File: src/rtl/fifo_wr_arbiter_pkg.sv
// Shared types and helpers for the fifo write-port arbiter and its round-robin selector.
package fifo_wr_arbiter_pkg;

    localparam int MAX_N_REQ = 8;

    function automatic int clog2(input int value);
        int result;
        result = 0;
        while ((32'sd1 <<< result) < value) begin
            result = result + 32'sd1;
        end
        return result;
    endfunction

    localparam int IDX_W = clog2(MAX_N_REQ);

    typedef enum logic [0:0] {
        IDLE  = 1'b0,
        BURST = 1'b1
    } state_t;

    function automatic logic [MAX_N_REQ-1:0] onehot(input logic [IDX_W-1:0] idx);
        return {{(MAX_N_REQ-1){1'b0}}, 1'b1} << idx;
    endfunction

endpackage

File: src/rtl/fifo_wr_arbiter_rr_pick.sv
// Combinational round-robin selector: first requester strictly after last, with wrap-around.
module rr_pick
    import fifo_wr_arbiter_pkg::*;
#(
    parameter  int N_REQ = 4,
    localparam int IW    = clog2(N_REQ)
) (
    input  logic [N_REQ-1:0] req_i,
    input  logic [IW-1:0]    last_i,
    output logic [IW-1:0]    pick_o,
    output logic             valid_o
);

    // Scan offsets 1..N_REQ from last; the first hit wins, later hits are masked by valid_o.
    always_comb begin
        pick_o  = last_i;
        valid_o = 1'b0;
        for (int k = 1; k <= N_REQ; k++) begin
            pick_o  = (req_i[IW'((int'(last_i) + k) % N_REQ)] & ~valid_o)
                      ? IW'((int'(last_i) + k) % N_REQ) : pick_o;
            valid_o = valid_o | req_i[IW'((int'(last_i) + k) % N_REQ)];
        end
    end

endmodule

File: src/rtl/fifo_wr_arbiter.sv
// Round-robin arbiter sharing one fifo write port between N_REQ producers in bursts
// of up to MAX_BURST words, with FULL backpressure applied in the same cycle.
module fifo_wr_arbiter
    import fifo_wr_arbiter_pkg::*;
#(
    parameter  int N_REQ     = 4,
    parameter  int DATA_W    = 32,
    parameter  int MAX_BURST = 4,
    localparam int OW        = clog2(N_REQ),
    localparam int CW        = clog2(MAX_BURST + 1)
) (
    input  logic                      clk,
    input  logic                      rst,
    input  logic [N_REQ-1:0]          req,
    input  logic [N_REQ*DATA_W-1:0]   data,
    input  logic                      FULL,
    output logic [N_REQ-1:0]          gnt,
    output logic [N_REQ-1:0]          ack,
    output logic                      fifo_en,
    output logic                      fifo_wr,
    output logic [DATA_W-1:0]         fifo_dataIn,
    output logic                      busy,
    output logic [OW-1:0]             owner,
    output logic [CW-1:0]             beat_cnt
);

    state_t            state_q, state_d;
    logic [N_REQ-1:0]  gnt_q, gnt_d;
    logic [OW-1:0]     owner_q, owner_d;
    logic [CW-1:0]     beat_cnt_q, beat_cnt_d;
    logic              fifo_en_q;
    logic [OW-1:0]     pick_s;
    logic              pick_valid_s;
    logic              beat_s;
    logic              last_beat_s;

    // owner_q doubles as the last-owner pointer: it only changes on a new grant.
    rr_pick #(.N_REQ(N_REQ)) u_pick (
        .req_i   (req),
        .last_i  (owner_q),
        .pick_o  (pick_s),
        .valid_o (pick_valid_s)
    );

    assign beat_s      = gnt_q[owner_q] & req[owner_q] & ~FULL & fifo_en_q;
    assign last_beat_s = beat_s & ((beat_cnt_q + CW'(1)) == CW'(MAX_BURST));

    // Next-state: grant from IDLE, count beats in BURST, leave on burst limit or req drop.
    always_comb begin
        state_d    = state_q;
        gnt_d      = gnt_q;
        owner_d    = owner_q;
        beat_cnt_d = beat_cnt_q;
        case (state_q)
            IDLE: begin
                if (pick_valid_s) begin
                    state_d    = BURST;
                    gnt_d      = N_REQ'(onehot(IDX_W'(pick_s)));
                    owner_d    = pick_s;
                    beat_cnt_d = {CW{1'b0}};
                end else begin
                    gnt_d = {N_REQ{1'b0}};
                end
            end
            BURST: begin
                if (beat_s) begin
                    beat_cnt_d = beat_cnt_q + CW'(1);
                end else begin
                    beat_cnt_d = beat_cnt_q;
                end
                if (last_beat_s || !req[owner_q]) begin
                    state_d = IDLE;
                    gnt_d   = {N_REQ{1'b0}};
                end else begin
                    state_d = BURST;
                end
            end
            default: begin
                state_d = IDLE;
                gnt_d   = {N_REQ{1'b0}};
            end
        endcase
    end

    // Beat accept and write data mux; data is presented for the whole burst, even while stalled.
    always_comb begin
        ack          = {N_REQ{1'b0}};
        ack[owner_q] = beat_s;
        if (state_q == BURST) begin
            fifo_dataIn = data[int'(owner_q)*DATA_W +: DATA_W];
        end else begin
            fifo_dataIn = {DATA_W{1'b0}};
        end
    end

    // State registers; reset points last owner at N_REQ-1 so producer 0 is scanned first.
    always_ff @(posedge clk or posedge rst) begin
        if (rst) begin
            state_q    <= IDLE;
            gnt_q      <= {N_REQ{1'b0}};
            owner_q    <= OW'(N_REQ - 1);
            beat_cnt_q <= {CW{1'b0}};
            fifo_en_q  <= 1'b0;
        end else begin
            state_q    <= state_d;
            gnt_q      <= gnt_d;
            owner_q    <= owner_d;
            beat_cnt_q <= beat_cnt_d;
            fifo_en_q  <= 1'b1;
        end
    end

    assign gnt      = gnt_q;
    assign owner    = owner_q;
    assign beat_cnt = beat_cnt_q;
    assign fifo_en  = fifo_en_q;
    assign fifo_wr  = beat_s;
    assign busy     = (state_q == BURST);

endmodule

File: config.mk
export PLATFORM = sky130hd
export DESIGN_NAME = fifo_wr_arbiter
export DESIGN_NICKNAME = d
export VERILOG_FILES = /design/src/rtl/fifo_wr_arbiter_pkg.sv /design/src/rtl/fifo_wr_arbiter_rr_pick.sv /design/src/rtl/fifo_wr_arbiter.sv
export SDC_FILE = /design/constraint.sdc
export NUM_CORES = 1
export LEC_CHECK = 0
export ABC_AREA = 1
export CAP_MARGIN = 20
export CORE_ASPECT_RATIO = 1.25
export CORE_MARGIN = 5
export CORE_UTILIZATION = 25
export CTS_CLUSTER_DIAMETER = 150
export DETAILED_ROUTE_END_ITERATION = 10
export DONT_BUFFER_PORTS = 1
export GPL_ROUTABILITY_DRIVEN = 0
export PLACE_DENSITY_LB_ADDON = 0.3
export SYNTH_ARGS = -nofsm -noshare
export SYNTH_HDL_FRONTEND = slang
export SYNTH_SLANG_ARGS = --single-unit
File: constraint.sdc
create_clock -name clk -period 3.5 [get_ports clk]
set_input_delay 0.7 -clock clk [delete_from_list [all_inputs] [get_ports clk]]
set_output_delay 0.7 -clock clk [all_outputs]
set_load 0.05 [all_outputs]
==> run_results.csv, run 1 <==
group,metric,value,unit
timing,relSlewSlack,36.6,%
timing,min_period,3.15,ns
route,routed_wl,8.13,mm
power_and_ir_drop,power.density,1470,mW/mm2
timing,hold_viol_final,0,
die,die_x,91.6,um
clock_network,holdBufCountCts,0,
logic_synthesis,synth-compound-area-share,24.7,%
timing,fmax,318,MHz
global_route,grt-ovfl-total,0,
layout,multi_input_area,0.00158,mm2
global_route,antenna_found_initial,0,
timing,rsz0062_at_grt,"no",
power_and_ir_drop,pwr-share-comb,87.3,%
clock_network,clock_sinks,11,
timing,fin_skew,0.00494,ns
route,drt_pass1_iterations,4,
route,wire_per_inst,15.9,um
power_and_ir_drop,p_int,1160,uW
layout,regArea,282,um2
clock_network,root_buffer,"clkbuf_8",
power_and_ir_drop,peakVddDrop,0.000847,V
die,dieArea,0.0103,mm2
place,dpl_cell_area,0.00240,mm2
die,die_y,112,um
worst_setup_path,cp_slowest_cell,"dfstp_2",
logic_synthesis,synth_adder_area_share,3.61,%
global_route,grt_pass1_wl,12.7,mm
route,via_count,2581,
clock_network,numCtsBuffers,3,
clock_network,cts_setup_buffers,0,
worst_setup_path,crit_chain,"inv_1 > nand3_1 > nand2_2 > nor3_4 > nand2_2 > nor2_1 > buf_4",
clock_network,h-tree-depth,1,
clock_network,cts.path.max_buffers,2,
logic_synthesis,synth_nets,534,
logic_synthesis,synth.mux.area_fraction,0,%
logic_synthesis,ys_seq_elements,11,
logic_synthesis,synthSimpleGateAreaFrac,47.6,%
place,io_buffers,0,
logic_synthesis,synth_xor_area_share,0,%
worst_setup_path,cp_common_cell,"nand2_2",
timing,period_share,89.9,%
die,initial_utilization,25.4,%
power_and_ir_drop,p_seq_share,9.2,%
power_and_ir_drop,power_switching,2440,uW
power_and_ir_drop,p_sw_share,67.8,%
timing,drv_slew,0,
clock_network,clk_latency,0.24,ns
logic_synthesis,syn_avg_cell_area,5.29,um2
worst_setup_path,max_stage_delay,0.70,ns
power_and_ir_drop,p_leak,0.00115,uW
logic_synthesis,synth_top_family_by_area,"simple AND/OR/NAND/NOR gates",
layout,area_growth,17.6,%
die,num_rows,37,
hold_path,min_path_type,"in -> async",
run_status,status,"complete, no violations",
layout,fillerInstances,944,
clock_network,cts_tree,"yes",
worst_setup_path,crit_path_end_kind,"output pin",
timing,setup_viol_count_final,0,
global_route,grt_usage,14.8,%
power_and_ir_drop,totalPowerFinal,3600,uW
logic_synthesis,yosysSeqAreaShare,13.3,%
die,io_pins,183,
logic_synthesis,ys_types,26,
layout,final_area,0.00245,mm2
layout,diodes,0,
worst_setup_path,worst-endpoint-required,2.80,ns
worst_setup_path,path_class,"reg -> out",
flow_run,cap_violations,0,
worst_setup_path,crit_fanout,29,
worst_setup_path,startpoint_type,"flip-flop",
layout,layout-drive-gt1-share,17.7,%
logic_synthesis,syn_inst,393,
die,core,0.00819,mm2
timing,worstMarginPinSlew,0.949,ns
clock_network,clk_pin_slew,0.05,ns
route,initialDrtViolationCount,184,
logic_synthesis,ys_warn_count,0,
global_route,grt_max_degree,56,
layout,final_util,29.9,%
layout,fin_nets,555,
place,place_hpwl,6.39,mm
timing,tns,0,ns
power_and_ir_drop,p_clk_share,3.5,%
worst_setup_path,crit_arrival,2.45,ns
route,ant_nets,0,
global_route,grt_pass1_vias,2507,
route,post-route-drc-count,0,
route,vias_per_cell,5.06,
clock_network,post_cts_resize_count,0,
logic_synthesis,syn_area,0.00208,mm2
## synth_stat cells
master | instances | area share, %
nor2_1 | 136 | 25
o21ai_0 | 66 | 16
nand2_1 | 45 | 8.1
a21oi_1 | 32 | 7.7
nand3_1 | 21 | 5.1
inv_1 | 17 | 3.1
clkbuf_1 | 11 | 2.0
buf_2 | 9 | 2.2
dfrtp_1 | 9 | 11
ha_1 | 6 | 3.6
nand2_2 | 6 | 1.8
nand3_2 | 5 | 2.4
nand4_1 | 4 | 1.2
buf_1 | 3 | 0.54
buf_6 | 3 | 1.6
inv_2 | 3 | 0.54
nand2_4 | 3 | 1.6
nor2_2 | 3 | 0.90
buf_4 | 2 | 0.72
dfstp_2 | 2 | 2.5
o21ai_1 | 2 | 0.48
conb_1 | 1 | 0.18
nand4_2 | 1 | 0.60
nor2_4 | 1 | 0.54
nor3_4 | 1 | 0.78
o22ai_2 | 1 | 0.60
## registers in the layout, summed over array words and instances, names as in the netlist
register / cells
gnt: 4
busy: 1
fifo_en: 1
owner: 2
beat_cnt: 3
## cells by family after synthesis
| family | Yosys count |
|---|---|
| flip-flops | 11 |
| other | 1 |
| AND/OR/NAND/NOR | 226 |
| AO/OA/AOI/OAI | 101 |
| adder cells (fa/ha/maj) | 6 |
| buffers and inverters | 48 |
## layer usage
metal / up-vias / wire length [um] / global-route usage, %
li1: 1316 / - / -
met1: 1134 / 3260 / 17.2
met2: 118 / 4080 / 27.1
met5: - / 0 / 0
met4: 0 / 89 / 3.02
met3: 13 / 695 / 3.58
## cell type report
cell class,instances,area share (%)
tap,97,4.96
inverter,20,3.07
timing repair buffer,44,14.0
sequential,11,11.5
clock buffer,4,1.84
multi-input combinational,334,64.6
## worst paths after layout
check / from / to / slack, ns / depth (start not counted)
hold reg to reg: owner[0] / owner[0] / 0.72 / 2
min in group clk: FULL / beat_cnt[2] / 0.70 / 3
setup reg to reg: owner[1] / gnt[3] / 0.68 / 12
max in group asynchronous: rst / owner[1] / 2.83 / 1
setup / recovery: owner[1] / ack[1] / 0.35 / 7
hold / removal: rst / beat_cnt[1] / 0.34 / 1
## worst max-delay path: cells and delay by family (launching register included)
kind                   cells  cell delay [ns]
and+or+nand+nor            5             0.82
buffers and inverters      2             0.69
DFF                        1             0.70
## power by group through the flow
stage	registers [uW]	clock network, uW	logic (uW)
after global routing	342	138	3440
after detailed placement	336	0	3140
after floorplan	337	0	2400
final	331	126	3140
after CTS	334	130	3150
after global placement	336	0	3100
## per-stage QoR
stage	std cells	hold WS, ns	worst slack, ns
after floorplan	393	0.551	0.582
after detailed placement	506	0.615	0.591
after global placement	506	0.598	0.629
final	510	0.343	0.353
after CTS	510	0.358	0.334
after global routing	510	0.374	0.165
## placed cells by master (no fill, tap or decap)
cell / synthesis / final
nor2_1: 136 / 136
o21ai_0: 66 / 66
nand2_1: 45 / 45
buf_4: 2 / 43
a21oi_1: 32 / 32
nand3_1: 21 / 21
inv_1: 17 / 17
dfrtp_1: 9 / 9
nand2_2: 6 / 6
ha_1: 6 / 6
nand3_2: 5 / 5
nand4_1: 4 / 4
inv_2: 3 / 3
nand2_4: 3 / 3
nor2_2: 3 / 3
clkbuf_8: 0 / 3
o21ai_1: 2 / 2
nand4_2: 1 / 1
nor2_4: 1 / 1
nor3_4: 1 / 1
o22ai_2: 1 / 1
clkbuf_1: 11 / 1
conb_1: 1 / 1
dfstp_4: 0 / 1
dfstp_2: 2 / 1
buf_12: 0 / 1
Note: power is estimated with default switching activity, not from simulation.
==> inputs of run 2 (changes only) <==
- CORE_ASPECT_RATIO: 1.25 -> default
==> run_results.csv, run 2 (synthesis gave the netlist of run 1 again) <==
group,metric,value,unit
run_status,status,"complete, no violations",
die,die_x,101,um
power_and_ir_drop,p_leak,0.00115,uW
worst_setup_path,path_depth,6,
worst_setup_path,crit_buf_inv,2,
timing,min_period,3.05,ns
layout,area_growth,17.1,%
worst_setup_path,crit_arrival,2.35,ns
timing,hold_viol_final,0,
timing,tns,0,ns
clock_network,clock_sinks,11,
global_route,grt_usage,14.2,%
place,place_hpwl,6.51,mm
timing,fin_skew,0.00316,ns
layout,regArea,282,um2
clock_network,cts.path.max_buffers,2,
timing,drv_slew,0,
power_and_ir_drop,power.density,1450,mW/mm2
worst_setup_path,cp_slowest_cell,"dfstp_2",
layout,final_cell_mix,"nor2_1 (136), o21ai_0 (66), nand2_1 (45)",
layout,fin_nets,554,
clock_network,cts_setup_buffers,0,
route,via_count,2552,
global_route,grt_pass1_vias,2437,
die,dieArea,0.0102,mm2
timing,period_share,87.1,%
layout,final_common_cell,"nor2_1",
power_and_ir_drop,p_sw_share,67.9,%
layout,diodes,0,
power_and_ir_drop,pwr-share-comb,87.6,%
global_route,grt-ovfl-total,0,
die,num_rows,33,
clock_network,post_cts_resize_count,0,
power_and_ir_drop,p_clk_share,3.6,%
worst_setup_path,cpLargestDelayFamily,"flip-flops",
clock_network,holdBufCountCts,0,
worst_setup_path,max_stage_delay,0.70,ns
timing,fmax,328,MHz
worst_setup_path,crit_start,"owner[1]",
worst_setup_path,startpoint_type,"flip-flop",
worst_setup_path,r2r_setup_slack,0.86,ns
worst_setup_path,crit_chain,"buf_4 > o21ai_0 > o22ai_2 > nand2_2 > nor2_1 > buf_4",
timing,rsz0062_at_grt,"no",
worst_setup_path,rr_startpoint,"owner[1]",
clock_network,root_buffer,"clkbuf_8",
power_and_ir_drop,p_seq_share,8.7,%
timing,setup_viol_count_final,0,
route,post-route-drc-count,0,
route,ant_nets,0,
die,core,0.00818,mm2
clock_network,clk_pin_slew,0.05,ns
worst_setup_path,timing.rr.end,"gnt[0]",
route,wire_per_inst,15.8,um
place,dpl.cell_count,513,
route,drt_pass1_iterations,4,
flow_run,cap_violations,0,
timing,relSlewSlack,57.7,%
layout,multi_input_area,0.00158,mm2
clock_network,cts_tree,"yes",
route,routed_wl,8.15,mm
place,io_buffers,0,
route,initialDrtViolationCount,118,
layout,largest_reg_flops,4,
layout,layout.cells.non_filler,517,
global_route,grt_max_degree,53,
worst_setup_path,crit_path_end_kind,"output pin",
power_and_ir_drop,peakVddDrop,0.000475,V
clock_network,clk_latency,0.24,ns
die,die_y,101,um
die,initial_utilization,25.5,%
hold_path,min_path_type,"in -> async",
global_route,antenna_found_initial,0,
power_and_ir_drop,power_switching,2410,uW
die,io_pins,183,
power_and_ir_drop,p_int,1140,uW
worst_setup_path,worst-endpoint-required,2.80,ns
global_route,grt_pass1_wl,11.9,mm
worst_setup_path,cp_common_cell,"buf_4",
timing,worstMarginPinSlew,0.634,ns
clock_network,h-tree-depth,1,
layout,layout-drive-gt1-share,17.5,%
route,vias_per_cell,4.94,
worst_setup_path,r2r_cells,11,
worst_setup_path,path_class,"reg -> out",
clock_network,numCtsBuffers,3,
layout,fillerInstances,947,
worst_setup_path,crit_fanout,40,
[run 2: changes by cell type in the layout (fill, tap and decap cells not counted)]
cell and delta:
buf_12 -1
[run 2: metrics by stage]
stage | setup slack [ns] | area (um2) | hold WS, ns | utilization [%] | power (uW)
final | 0.453 | 2440 | 0.336 | 29.8 | 3550
after global routing | 0.236 | 2440 | 0.362 | 29.8 | 3880
after CTS | 0.437 | 2440 | 0.348 | 29.8 | 3580
after detailed placement | 0.711 | 2390 | 0.610 | 29.3 | 3440
after global placement | 0.767 | 2390 | 0.602 | 29.3 | 3410
after floorplan | 0.582 | 2080 | 0.551 | - | 2740
[run 2: power by group through the flow]
stage                     Sequential (uW)  Combinational (uW)  Clock [uW]
after floorplan                       337                2400           0
after global placement                312                3100           0
after detailed placement              314                3120           0
after CTS                             312                3130         133
after global routing                  319                3420         141
final                                 310                3110         128
[run 2: worst register-to-register path, cell delays in order (launching register included)]
cell     delay, ns
dfstp_2       0.70
inv_1         0.37
ha_1          0.50
inv_1         0.17
nand3_2       0.14
nand2_4       0.13
inv_2         0.06
nand4_2       0.06
nand2_2       0.13
nor2_2        0.20
nand2_1       0.07
nand2_1       0.06
[run 2: layout make-up]
| cell class | instances | share of cell area (%) |
|---|---|---|
| tap | 105 | 5.39 |
| sequential | 11 | 11.6 |
| clock buffer | 4 | 1.85 |
| multi-input combinational | 334 | 64.9 |
| timing repair buffer | 43 | 13.2 |
| inverter | 20 | 3.08 |
[run 2: per-layer routing]
layer,GRT usage (%),part of all wire (%)
met1,16.5,38
met2,26.5,50
met3,3.79,11
met4,2.15,0.44
met5,0,0
[run 2: how the worst max path moves through the flow]
stage,slack [ns],end
floorplan,0.58,fifo_dataIn[22]
detailed placement,0.71,ack[0]
global route,0.24,ack[0]
finish,0.45,ack[0]
global placement,0.77,ack[2]
CTS,0.44,ack[0]
==> inputs of run 3 (changes only) <==
- REMOVE_ABC_BUFFERS: default -> 1
- SKIP_CTS_REPAIR_TIMING: default -> 1
==> run_results.csv, run 3 (synthesis gave the netlist of run 1 again) <==
group,metric,value,unit
run_status,status,"complete, no violations",
timing,tns,0,ns
die,die_x,101,um
power_and_ir_drop,totalPowerFinal,3530,uW
power_and_ir_drop,power_switching,2390,uW
worst_setup_path,path_class,"reg -> out",
layout,layout-drive-gt1-share,17.7,%
global_route,grt_max_degree,49,
timing,drv_slew,0,
route,post-route-drc-count,0,
layout,final_cell_mix,"nor2_1 (136), o21ai_0 (66), nand2_1 (45)",
timing,fin_skew,0.00102,ns
global_route,grt-ovfl-total,0,
die,num_rows,33,
power_and_ir_drop,p_leak,0.00115,uW
route,drt_pass1_iterations,4,
timing,relSlewSlack,53.4,%
clock_network,h-tree-depth,1,
global_route,grt_usage,13.8,%
worst_setup_path,cp_slowest_cell,"dfstp_2",
place,dpl.cell_count,514,
die,io_pins,183,
die,die_y,101,um
route,routed_wl,7.49,mm
timing,fin_ws,0.421,ns
timing,period_share,88.0,%
clock_network,clk_latency,0.23,ns
route,initialDrtViolationCount,102,
hold_path,min_path_type,"in -> async",
power_and_ir_drop,p_seq_share,9.3,%
layout,fin_nets,555,
timing,fin_hold_ws,0.342,ns
clock_network,cts_tree,"yes",
place,io_buffers,0,
timing,setup_viol_count_final,0,
place,dp_slack,0.638,ns
power_and_ir_drop,p_sw_share,67.7,%
clock_network,root_buffer,"clkbuf_8",
clock_network,cts.path.max_buffers,2,
route,wire_per_inst,14.5,um
power_and_ir_drop,pwr-share-comb,87.1,%
flow_run,cap_violations,0,
worst_setup_path,crit_chain,"inv_2 > buf_4 > o21ai_0 > a21oi_1 > buf_4",
global_route,grt_pass1_vias,2536,
power_and_ir_drop,p_int,1140,uW
timing,fmax,325,MHz
clock_network,numCtsBuffers,3,
clock_network,clock_sinks,11,
worst_setup_path,worst-endpoint-required,2.80,ns
global_route,antenna_found_initial,0,
power_and_ir_drop,p_clk_share,3.6,%
worst_setup_path,cpLargestDelayFamily,"buffers and inverters",
worst_setup_path,crit_path_end_kind,"output pin",
layout,final_common_cell,"nor2_1",
timing,rsz0062_at_grt,"no",
die,core,0.00818,mm2
layout,diodes,0,
power_and_ir_drop,peakVddDrop,0.000543,V
die,dieArea,0.0102,mm2
worst_setup_path,startpoint_type,"flip-flop",
layout,area_growth,17.3,%
worst_setup_path,cp_common_cell,"buf_4",
worst_setup_path,crit_buf_inv,3,
worst_setup_path,max_stage_delay,0.78,ns
layout,layout.cells.non_filler,518,
place,place_hpwl,6.01,mm
route,ant_nets,0,
timing,worstMarginPinSlew,0.698,ns
route,via_count,2611,
clock_network,clk_pin_slew,0.05,ns
power_and_ir_drop,power.density,1450,mW/mm2
timing,min_period,3.08,ns
die,initial_utilization,25.5,%
route,vias_per_cell,5.04,
global_route,grt_pass1_wl,11.8,mm
layout,largest_reg_flops,4,
worst_setup_path,crit_fanout,42,
timing,hold_viol_final,0,
worst_setup_path,crit_arrival,2.38,ns
-- run 3: area by class of cell --
cell class / count / area [um2]
Sequential cell: 11 / 278
Inverter: 20 / 75.1
Fill cell: 953 / 5730
Timing Repair Buffer: 44 / 330
Clock buffer: 4 / 45.0
Tap cell: 105 / 131
Multi-Input combinational cell: 334 / 1580
-- run 3: through the flow --
stage | utilization, % | instance area [um2]
2_1_floorplan | - | 1930
3_3_place_gp | 29.3 | 2400
3_5_place_dp | 29.3 | 2400
4_1_cts | 29.9 | 2440
5_1_grt | 29.9 | 2440
6_report | 29.9 | 2440
-- run 3: worst paths after layout --
kind	endpoint	from	slack [ns]	depth (start not counted)
setup / recovery	fifo_dataIn[10]	owner[0]	0.42	5
hold / removal	beat_cnt[1]	rst	0.34	1
max in group asynchronous	owner[1]	rst	2.83	1
min in group clk	beat_cnt[0]	FULL	0.70	3
hold reg to reg	busy	busy	0.75	3
setup reg to reg	gnt[0]	owner[0]	0.73	11
-- run 3: power by group through the flow --
stage | clock network (uW) | logic (uW) | registers, uW
floorplan | 0 | 2140 | 465
global placement | 0 | 3050 | 332
detailed placement | 0 | 3090 | 335
CTS | 129 | 3100 | 333
global route | 140 | 3380 | 338
finish | 127 | 3080 | 329
-- run 3: routing by layer --
layer	up-vias	wire length [um]	global-route usage [%]
met5	-	0	0
met3	4	595	2.62
met1	1190	3050	16.3
li1	1315	-	-
met2	102	3800	26.1
met4	0	44	1.74
==> patch 1, RTL diff (config.mk and constraints of run 2) <==
`N_REQ` is set to 4 in 2 places; all go to 3.
--- a/src/rtl/fifo_wr_arbiter_rr_pick.sv
+++ b/src/rtl/fifo_wr_arbiter_rr_pick.sv
@@ -2,7 +2,7 @@
 module rr_pick
     import fifo_wr_arbiter_pkg::*;
 #(
-    parameter  int N_REQ = 4,
+    parameter  int N_REQ = 3,
     localparam int IW    = clog2(N_REQ)
 ) (
     input  logic [N_REQ-1:0] req_i,
--- a/src/rtl/fifo_wr_arbiter.sv
+++ b/src/rtl/fifo_wr_arbiter.sv
@@ -3,7 +3,7 @@
 module fifo_wr_arbiter
     import fifo_wr_arbiter_pkg::*;
 #(
-    parameter  int N_REQ     = 4,
+    parameter  int N_REQ     = 3,
     parameter  int DATA_W    = 32,
     parameter  int MAX_BURST = 4,
     localparam int OW        = clog2(N_REQ),
Ports: changed (resized ack, data, gnt and req); port bits go from 183 to 148. The function was not compared with the original's and may differ.
==> patch 1 against run 2 <==
Worst setup slack better by 0.19 ns. Wire length fell by 27%. Critical path depth grew 3. Area after synthesis down 23%. Cell area shrank 18%. Maximum frequency grew 6.5%. Largest power group unchanged. First-iteration DRC count fell by 33%. Count of clock-buffer cells in the layout unchanged. Total power is 24% lower. Sequential cell count shrank 1.
==> patch 1: results <==
export IMPL_dp_hpwl_um=4800
export IMPL_grt_use_met1_pct=15.2
export IMPL_wl_per_cell_um=14.8
export IMPL_grt_max_degree=37
export IMPL_fin_skew_ns=0.00389
export IMPL_synth_area_leaders="nor2_1 16%, nand2_1 16%, dfrtp_1 14%, o21ai_0 11%, a21oi_1 9.9%"
export IMPL_clk_power_uw=120
export IMPL_wl_met3_um=574
export IMPL_r2r_end="beat_cnt[2]"
export IMPL_wl_met1_um=2300
export IMPL_fin_hold_ws_ns=0.329
export IMPL_synth_fp_nets=407
export IMPL_worst_path_max_fanout=20
export IMPL_p_comb_mw=2.27
export IMPL_grt_use_total_pct=13.2
export IMPL_ir_drop_mv=0.631
export IMPL_grt_pass1_wl_um=9170
export IMPL_r2r_setup_slack_ns=0.96
export IMPL_p_switching_mw=1.81
export IMPL_slowest_delay_ns=0.57
export IMPL_gr_usage_met3_pct=3.50
export IMPL_ys_top_cells_by_count="68 x nor2_1, 67 x nand2_1, 35 x o21ai_0, 32 x a21oi_1, 17 x inv_1"
export IMPL_overflow=0
export IMPL_arrival_ns=2.16
export IMPL_drtIter0Drc=79
export IMPL_status="finished, final reports clean"
export IMPL_num_vias=1971
export IMPL_place_area_mm2=0.00194
export IMPL_postSynthCellCount=298
export IMPL_drive_above_1_share_pct=20.3
export IMPL_crit_family="simple AND/OR/NAND/NOR gates"
export IMPL_worst_path_max_delay_cell="dfrtp_2"
export IMPL_dp_cells=398
export IMPL_use_met2_pct=24.7
export IMPL_leakagePower_nw=0.973
export IMPL_ys_seq_area_share_pct=15.6
[patch 1: layout make-up]
class | count | area (um2)
repair buffers | 41 | 320
flip-flops and latches | 10 | 253
inverters | 24 | 91.3
fillers | 731 | 4330
multi-input cells | 246 | 1180
clock buffers | 4 | 45.0
well taps | 77 | 96.3
[patch 1: worst max-delay path by stage]
stage | start | end | slack (ns) | cells after the start
6_report | owner[0] | ack[0] | 0.64 | 9
5_1_grt | owner[0] | ack[0] | 0.41 | 9
4_1_cts | owner[0] | ack[1] | 0.61 | 9
3_5_place_dp | owner[0] | ack[1] | 0.87 | 9
3_3_place_gp | owner[0] | ack[0] | 0.88 | 9
2_1_floorplan | owner[1] | fifo_dataIn[11] | 0.62 | 6
[patch 1: kinds of logic after synthesis]
logic type / share of synthesized area, %
other: 0.233
AND/OR/NAND/NOR: 42.2
multiplexers: 1.40
flip-flops: 15.6
buffers and inverters: 11.1
AO/OA/AOI/OAI: 24.0
adder cells (fa/ha/maj): 5.43
==> patch 2, RTL diff (flow settings as in run 2) <==
Without the edit above. Register the output `beat_cnt` once more, cleared by the reset; this adds one clock of latency there. The other outputs are not delayed to match.
--- a/src/rtl/fifo_wr_arbiter.sv
+++ b/src/rtl/fifo_wr_arbiter.sv
@@ -112,7 +112,13 @@
 
     assign gnt      = gnt_q;
     assign owner    = owner_q;
-    assign beat_cnt = beat_cnt_q;
+    always_ff @(posedge clk or posedge rst) begin
+        if (rst) begin
+            beat_cnt <= '0;
+        end else begin
+            beat_cnt <= beat_cnt_q;
+        end
+    end
     assign fifo_en  = fifo_en_q;
     assign fifo_wr  = beat_s;
     assign busy     = (state_q == BURST);
Function: changed (Yosys sat finds a counterexample within 4 cycles, from zero or initial values and one cycle with rst high).
==> patch 2 against run 2 <==
Wire length is 0.34% higher. Total power rose by 6.1%. Worst setup slack gained 0.29 ns. Cell area up 7.9%. Hold slack better by 0.045 ns. Sequential power decreased by 8.1%. First-iteration DRC count rose by 100%. Area after synthesis increased by 7.6%. Die area rose by 6.9%. Sequential cell count grew 3. Count of clock-buffer cells in the layout is the same. Utilization rose by 0.34 points. Critical endpoint unchanged. Highest routed layer unchanged.
==> patch 2: results <==
export IMPL_dr_pass1_iters=4
export IMPL_worstMarginPinSlew_ns=0.544
export IMPL_synth_fp_nets=535
export IMPL_multi_input_cells=333
export IMPL_largest_reg_flops=4
export IMPL_fill_cells=975
export IMPL_cts_buffers=3
export IMPL_drive_above_1_share_pct=19.8
export IMPL_seq_cells=14
export IMPL_wl_per_cell_um=15.7
export IMPL_dp_hpwl_um=6570
export IMPL_nClkBuffers=4
export IMPL_worst_path_max_delay_cell="dfstp_2"
export IMPL_regArea_um2=353
export IMPL_synth_area_leaders="nor2_1 23%, o21ai_0 15%, dfrtp_1 13%, a21oi_1 7.6%, nand2_1 6.0%"
export IMPL_clk_pin_slew_ns=0.06
export IMPL_inv_count=19
export IMPL_p_int_mw=1.25
export IMPL_grt_pass1_wl_um=13100
export IMPL_worstSkewPairLatency_ns=0.25
export IMPL_post_cts_setup_buffer_count=0
export IMPL_ys_seq_area_share_pct=15.8
export IMPL_slowest_delay_ns=0.56
export IMPL_crit_family="buffers and inverters"
export IMPL_signal_buffer_area_fraction_pct=13.0
export IMPL_reg2reg_depth=11
export IMPL_clk_share_pct=2.09
export IMPL_ctsResizeCount=0
export IMPL_ys_top_cells_by_count="136 x nor2_1, 65 x o21ai_0, 36 x nand2_1, 34 x a21oi_1, 18 x nand3_1"
export IMPL_fin_skew_ns=0.000789
export IMPL_num_vias=2612
export IMPL_synth_warnings=0
export IMPL_drtIter0Drc=241
export IMPL_grt_max_degree=80
export IMPL_arrival_ns=2.06
export IMPL_grt_use_total_pct=13.9
export IMPL_leakagePower_nw=1.21
export IMPL_synthDistinctLibCells=28
export IMPL_htreeDepth=1
export IMPL_synth_main_ff_cell="dfrtp_1"
export IMPL_antenna_found_initial=0
export IMPL_status="finished, final reports clean"
export IMPL_worst_path_max_fanout=79
export IMPL_ys_async_sr_fraction_pct=100
export IMPL_ir_drop_mv=0.412
export IMPL_clockBufferDepth=2
export IMPL_cts_root_buf="clkbuf_8"
export IMPL_n_all_buffers=44
export IMPL_final_net_count=556
export IMPL_hold_class="in -> async"
export IMPL_multi_input_area_share_pct=63.4
export IMPL_port_buffers=0
export IMPL_n_antenna_cell=0
==> patch 2: kinds of logic (layout without fill, tap and decap cells) <==
kind of cell | Yosys count | count (layout) | share of synthesized area (%)
AOI/OAI and AO/OA | 104 | 104 | 23.4
adders and majority gates | 6 | 6 | 3.35
and+or+nand+nor | 222 | 222 | 47.5
DFF | 14 | 14 | 15.8
buffers and inverters | 47 | 67 | 9.78
other | 1 | 1 | 0.167
==> patch 2: routing by layer <==
layer | part of all wire [%] | GRT usage, % | up-vias
met5 | 0 | 0 | -
met2 | 51 | 26.6 | 123
met3 | 9.6 | 3.76 | 4
li1 | - | - | 1325
met4 | 0.65 | 2.01 | 0
met1 | 38 | 15.7 | 1160
==> patch 2: final timing paths <==
path                                     to           from  slack [ns]
worst min-delay path            beat_cnt[2]            rst        0.38
worst max-delay path                 ack[0]       owner[0]        0.74
worst max register to register       gnt[1]       owner[0]        1.24
max in group asynchronous          owner[1]            rst        2.75
min in group clk                beat_cnt[1]  beat_cnt_q[1]        0.41
worst min register to register  beat_cnt[1]  beat_cnt_q[1]        0.41
==> patch 2: metrics by stage <==
stage,utilization [%],setup slack (ns),power [mW],instances,instance area (um2)
final,30.2,0.744,3.76,522,2630
after global routing,30.2,0.601,4.08,522,2630
after CTS,30.2,0.763,3.78,522,2630
after detailed placement,29.5,1.04,3.61,518,2570
after global placement,29.5,1.05,3.60,518,2570
after floorplan,-,0.501,2.88,394,2240
==> patch 2: power by group through the flow <==
stage | Combinational [mW] | Sequential (mW) | Clock [mW]
6_report | 3.32 | 0.285 | 0.160
5_1_grt | 3.62 | 0.290 | 0.174
4_1_cts | 3.34 | 0.285 | 0.164
3_3_place_gp | 3.31 | 0.288 | 0
2_1_floorplan | 2.53 | 0.351 | 0
3_5_place_dp | 3.33 | 0.288 | 0
